File: config.mk
export PLATFORM = sky130hd
export DESIGN_NAME = qpu_exu_oitf
export DESIGN_NICKNAME = d
export VERILOG_FILES = /design/src/rtl/qpu_exu_oitf.sv
export SDC_FILE = /design/constraint.sdc
export NUM_CORES = 1
export LEC_CHECK = 0
export CAP_MARGIN = 5
export CORE_UTILIZATION = 53
export CTS_CLUSTER_SIZE = 40
export DETAILED_ROUTE_END_ITERATION = 16
export PLACE_DENSITY = 0.78
export SYNTH_ARGS = -nofsm -noshare
export SYNTH_HDL_FRONTEND = slang
export SYNTH_SLANG_ARGS = --single-unit
File: constraint.sdc
create_clock -name clk -period 1.8 [get_ports clk]
set_input_delay 0.18 -clock clk [delete_from_list [all_inputs] [get_ports clk]]
set_output_delay 0.18 -clock clk [all_outputs]
set_load 0.05 [all_outputs]
File: src/rtl/qpu_exu_oitf.sv
// Outstanding instruction track FIFO: one record per in-flight long-pipe instruction,
// retired in order, with combinational RAW/WAW/qubit-flag hazard lookup for dispatch.

module qpu_exu_oitf_ent #(
    parameter int RFIDX_W   = 5,
    parameter int QUBIT_NUM = 12
) (
    input  logic                 clk,
    input  logic                 rst_n,
    input  logic                 wr_en,
    input  logic                 clr_en,
    input  logic                 wr_rdwen,
    input  logic [RFIDX_W-1:0]   wr_rdidx,
    input  logic                 wr_qfren,
    input  logic [QUBIT_NUM-1:0] wr_qubitlist,
    input  logic                 disp_rs1en,
    input  logic                 disp_rs2en,
    input  logic [RFIDX_W-1:0]   disp_rs1idx,
    input  logic [RFIDX_W-1:0]   disp_rs2idx,
    input  logic                 disp_rdwen,
    input  logic [RFIDX_W-1:0]   disp_rdidx,
    input  logic                 disp_qlren,
    input  logic [QUBIT_NUM-1:0] disp_qubitlist,
    output logic                 rdwen,
    output logic [RFIDX_W-1:0]   rdidx,
    output logic                 qfren,
    output logic [QUBIT_NUM-1:0] qubitlist,
    output logic                 m_rs1,
    output logic                 m_rs2,
    output logic                 m_rd,
    output logic                 m_ql
);
    logic vld;

    // Allocate and retire never target the same slot in one cycle, so the order here is free.
    always_ff @(posedge clk) begin
        if (!rst_n) begin
            vld       <= 1'b0;
            rdwen     <= 1'b0;
            rdidx     <= '0;
            qfren     <= 1'b0;
            qubitlist <= '0;
        end else if (wr_en) begin
            vld       <= 1'b1;
            rdwen     <= wr_rdwen;
            rdidx     <= wr_rdidx;
            qfren     <= wr_qfren;
            qubitlist <= wr_qubitlist;
        end else if (clr_en) begin
            vld       <= 1'b0;
        end
    end

    assign m_rs1 = vld & rdwen & disp_rs1en & (rdidx == disp_rs1idx);
    assign m_rs2 = vld & rdwen & disp_rs2en & (rdidx == disp_rs2idx);
    assign m_rd  = vld & rdwen & disp_rdwen & (rdidx == disp_rdidx);
    assign m_ql  = vld & qfren & disp_qlren & (|(qubitlist & disp_qubitlist));
endmodule

module qpu_exu_oitf #(
    parameter int DEPTH     = 4,
    parameter int PTR_W     = 2,
    parameter int RFIDX_W   = 5,
    parameter int QUBIT_NUM = 12
) (
    input  logic                 clk,
    input  logic                 rst_n,
    input  logic                 dis_ena,
    output logic                 dis_ready,
    input  logic                 dis_rdwen,
    input  logic [RFIDX_W-1:0]   dis_rdidx,
    input  logic                 dis_qfren,
    input  logic [QUBIT_NUM-1:0] dis_qubitlist,
    output logic [PTR_W-1:0]     dis_ptr,
    input  logic                 disp_rs1en,
    input  logic                 disp_rs2en,
    input  logic [RFIDX_W-1:0]   disp_rs1idx,
    input  logic [RFIDX_W-1:0]   disp_rs2idx,
    input  logic                 disp_rdwen,
    input  logic [RFIDX_W-1:0]   disp_rdidx,
    input  logic                 disp_qlren,
    input  logic [QUBIT_NUM-1:0] disp_qubitlist,
    output logic                 oitfrd_match_disprs1,
    output logic                 oitfrd_match_disprs2,
    output logic                 oitfrd_match_disprd,
    output logic                 oitfqf_match_dispql,
    input  logic                 ret_ena,
    output logic [PTR_W-1:0]     ret_ptr,
    output logic                 ret_rdwen,
    output logic [RFIDX_W-1:0]   ret_rdidx,
    output logic                 ret_qfren,
    output logic [QUBIT_NUM-1:0] ret_qubitlist,
    output logic                 oitf_empty
);
    localparam logic [PTR_W:0] PTR_ONE = 1;

    // MSB of each pointer is the wrap flag; a plain increment toggles it on wrap.
    logic [PTR_W:0] tail_q, head_q;
    logic           full, empty, alloc, retire;

    logic [DEPTH-1:0]                wr_sel, clr_sel;
    logic [DEPTH-1:0]                ent_rdwen, ent_qfren;
    logic [DEPTH-1:0][RFIDX_W-1:0]   ent_rdidx;
    logic [DEPTH-1:0][QUBIT_NUM-1:0] ent_qubitlist;
    logic [DEPTH-1:0]                m_rs1, m_rs2, m_rd, m_ql;

    assign full   = (tail_q[PTR_W-1:0] == head_q[PTR_W-1:0]) & (tail_q[PTR_W] != head_q[PTR_W]);
    assign empty  = (tail_q == head_q);
    assign alloc  = dis_ena & ~full;
    assign retire = ret_ena & ~empty;

    always_ff @(posedge clk) begin
        if (!rst_n) begin
            tail_q <= '0;
            head_q <= '0;
        end else begin
            if (alloc)  tail_q <= tail_q + PTR_ONE;
            if (retire) head_q <= head_q + PTR_ONE;
        end
    end

    for (genvar i = 0; i < DEPTH; i++) begin : g_ent
        assign wr_sel[i]  = alloc  & (tail_q[PTR_W-1:0] == PTR_W'(i));
        assign clr_sel[i] = retire & (head_q[PTR_W-1:0] == PTR_W'(i));

        qpu_exu_oitf_ent #(.RFIDX_W(RFIDX_W), .QUBIT_NUM(QUBIT_NUM)) u_ent (
            .clk            (clk),
            .rst_n          (rst_n),
            .wr_en          (wr_sel[i]),
            .clr_en         (clr_sel[i]),
            .wr_rdwen       (dis_rdwen),
            .wr_rdidx       (dis_rdidx),
            .wr_qfren       (dis_qfren),
            .wr_qubitlist   (dis_qubitlist),
            .disp_rs1en     (disp_rs1en),
            .disp_rs2en     (disp_rs2en),
            .disp_rs1idx    (disp_rs1idx),
            .disp_rs2idx    (disp_rs2idx),
            .disp_rdwen     (disp_rdwen),
            .disp_rdidx     (disp_rdidx),
            .disp_qlren     (disp_qlren),
            .disp_qubitlist (disp_qubitlist),
            .rdwen          (ent_rdwen[i]),
            .rdidx          (ent_rdidx[i]),
            .qfren          (ent_qfren[i]),
            .qubitlist      (ent_qubitlist[i]),
            .m_rs1          (m_rs1[i]),
            .m_rs2          (m_rs2[i]),
            .m_rd           (m_rd[i]),
            .m_ql           (m_ql[i])
        );
    end

    assign dis_ready  = ~full;
    assign oitf_empty = empty;
    assign dis_ptr    = tail_q[PTR_W-1:0];
    assign ret_ptr    = head_q[PTR_W-1:0];

    assign ret_rdwen     = ent_rdwen[ret_ptr];
    assign ret_rdidx     = ent_rdidx[ret_ptr];
    assign ret_qfren     = ent_qfren[ret_ptr];
    assign ret_qubitlist = ent_qubitlist[ret_ptr];

    assign oitfrd_match_disprs1 = |m_rs1;
    assign oitfrd_match_disprs2 = |m_rs2;
    assign oitfrd_match_disprd  = |m_rd;
    assign oitfqf_match_dispql  = |m_ql;
endmodule

==> flow_summary.toml <==
[cts]
cts.sinks = 86
cts_made_buffers = 9
h-tree-depth = 3
cts_buffer_depth = 2
cts_root_buf = "clkbuf_8"
clk_pin_slew_ns = 0.09
cts_tree = "yes"
insertion_delay_ns = 0.35

[timing]
finalHoldViolCount = 0
slew_headroom_pct = 67.4
rsz0062_at_grt = "yes"
fin_crit_sh_pct = 107
setup-tns-final_ns = -0.447
post-route-min-period_ns = 1.93
slew_violations = 0
setup_viol = 13
fin_ws_ns = -0.130
fmax_mhz = 518
skew_ns = 0.00947
tightest_slew_ns = 0.490

[layout]
multi_input_area_mm2 = 0.00274
diodes = 0
fillerInstances = 586
seq_area_mm2 = 0.00176
layout.cells.non_filler = 698
fin_util_pct = 74.8
final_cell_area_mm2 = 0.00618
syn_to_final_growth_pct = 36.3
nets = 650
drive_gt1_share_pct = 24.5

[place]
place.gp.congestion = 0.975
dp_hpwl_mm = 9.12
place_inst = 672
placed_area_mm2 = 0.00556
port_buffers = 82

[synth]
synth-seq-cells = 86
synth_warnings = 0
yosysTopAreaCell = "dfxtp_1"
syn_area_per_cell_um2 = 9.21
synth.area.top_cells = "dfxtp_1, mux4_2, nand3_1"
synth_top_area_share_pct = 38.0
synth_cell_types = 30
syn_inst = 492
ys_seq_area_share_pct = 38.0
synth_area_mm2 = 0.00453
syn-num-nets = 554

[setup_path]
setup.worst_path.start_class = "primary input"
worstPathArrival_ns = 1.75
crit_required_ns = 1.62
endpoint_kind = "output port"
crit_fanout = 4
r2r_setup_slack_ns = 0.12
critPathKind = "in -> out"

[drt]
via_count = 4273
ant_nets = 0
dr.max_layer_used = "met4"
wl_per_cell_um = 19.1
firstDrtPassIters = 5
wl_mm = 13.3
drt-initial-drc-count = 309
wl_met1_mm = 5.38
wl_met2_mm = 6.47
viasPerCell = 6.12
drc_errors = 0
wl_met3_um = 985

[outcome]
violations = "negative setup slack"
status = "complete, but fails checks"

[global_routing]
antenna_found_initial = 0
grt-ovfl-total = 0
grt_pass1_wl_mm = 20.6
grt_max_degree = 59
grt_pass1_vias = 4198
track_usage_pct = 30.3

[pwr]
pwr_density_cell_mw_per_mm2 = 845
ir_worst_vdd_mv = 0.729
p_leak_nw = 2.41

[hold_path]
hold_path.class = "in -> reg"

[run]
maxCapViolations = 0

[floorplanning]
core_mm2 = 0.00826
die_w_um = 94.5
io-pin-count = 83
num_rows = 33
start_util_pct = 54.9
dieArea_mm2 = 0.00892
die_h_um = 94.5
Yosys cell counts:
library cell,instances
buf_2,3
nor2_1,2
a221oi_1,12
and3_1,3
clkbuf_2,2
a31oi_4,1
a22oi_1,1
buf_4,11
and2_1,8
nor4_1,11
o21ai_1,30
a22o_1,12
nand2_1,32
dfxtp_1,86
a41oi_1,1
buf_1,6
mux4_2,19
ha_1,8
a31oi_2,1
xnor2_1,22
nor2b_1,2
inv_1,6
xor2_1,46
a21boi_0,4
nor3_1,1
nand4_1,15
nand3_1,83
o21ai_0,46
a21oi_1,2
clkbuf_1,16
layout by cell type (no fill, tap or decap), types with 6 or more instances in the layout:
cell	n
buf_12	12
buf_4	32
dlygate4sd2_1	10
a221oi_2	10
xnor2_1	21
o21ai_1	30
inv_1	6
clkbuf_8	9
mux4_2	19
a22o_1	12
ha_1	8
nand4_1	15
nand3_1	81
dfxtp_1	69
nand2_1	32
xor2_1	46
dfxtp_2	12
and2_1	8
clkdlybuf4s50_1	42
nor4_1	6
buf_6	23
o21ai_0	46
where the power goes:
part	total, mW	switching, mW	internal [mW]
clock	1.50	0.707	0.792
combinational	1.61	0.875	0.730
sequential	2.11	0.118	2.00
total	5.22	1.70	3.52
final cells by class:
class                           count  share of cell area, %
Multi-Input combinational cell    362                   44.4
Clock inverter                      6                   1.52
Timing Repair Buffer              123                   21.1
Clock buffer                       10                   2.07
Tap cell                          105                   2.13
Inverter                            6                  0.365
Sequential cell                    86                   28.4
per-stage QoR:
step,setup WS (ns),power [mW],hold slack (ns)
3_3_place_gp,-0.216,3.56,0.459
5_1_grt,-0.197,5.43,0.207
2_1_floorplan,0.224,3.03,0.361
6_report,-0.130,5.22,0.206
4_1_cts,-0.131,5.15,0.190
3_5_place_dp,-0.239,3.60,0.464
cells by family (layout without fill, tap and decap cells):
| kind of cell | count (synthesis) | count (layout) | synth area share (%) |
|---|---|---|---|
| buf+inv | 44 | 145 | 4.69 |
| fa+ha+maj | 8 | 8 | 2.21 |
| mux | 19 | 19 | 9.44 |
| compound gates | 110 | 110 | 15.0 |
| flops | 86 | 86 | 38.0 |
| simple gates | 157 | 157 | 17.5 |
| xor+xnor | 68 | 68 | 13.1 |
final timing paths:
path / startpoint / end / cells after the start
setup / recovery: disp_qubitlist[11] / oitfqf_match_dispql / 7
hold / removal: rst_n / g_ent[1].u_ent.qubitlist[0] / 3
setup reg to reg: head_q[1] / g_ent[3].u_ent.qubitlist[7] / 7
hold reg to reg: g_ent[2].u_ent.qfren / g_ent[2].u_ent.qfren / 2
metal layers:
metal / up-vias / GRT usage [%]
met5: - / 0
met4: 0 / 16.3
met3: 42 / 4.11
met2: 204 / 48.4
met1: 2028 / 39.7
li1: 1999 / -
registers in the layout (all words and copies together), names as in the netlist:
name	flops
tail_q	3
head_q	3
g_ent.u_ent.qfren	4
g_ent.u_ent.vld	4
g_ent.u_ent.rdidx	20
g_ent.u_ent.qubitlist	48
g_ent.u_ent.rdwen	4
what timing repair did:
action | in CTS | in global routing
pin swaps | 17 | 10
setup endpoints to repair | 26 | 34
hold buffers | 0 | 0
resized for setup | 66 | 21
cloned | 0 | 1
setup buffers | 4 | 5
worst max-delay path, stage by stage:
cell and delay [ns]:
clkdlybuf4s50_1 0.50, a22o_1 0.23, a221oi_1 0.24, nand3_1 0.17, nand4_1 0.13, nand3_2 0.13
buf_8 0.18
(Power assumes the default switching activity.)
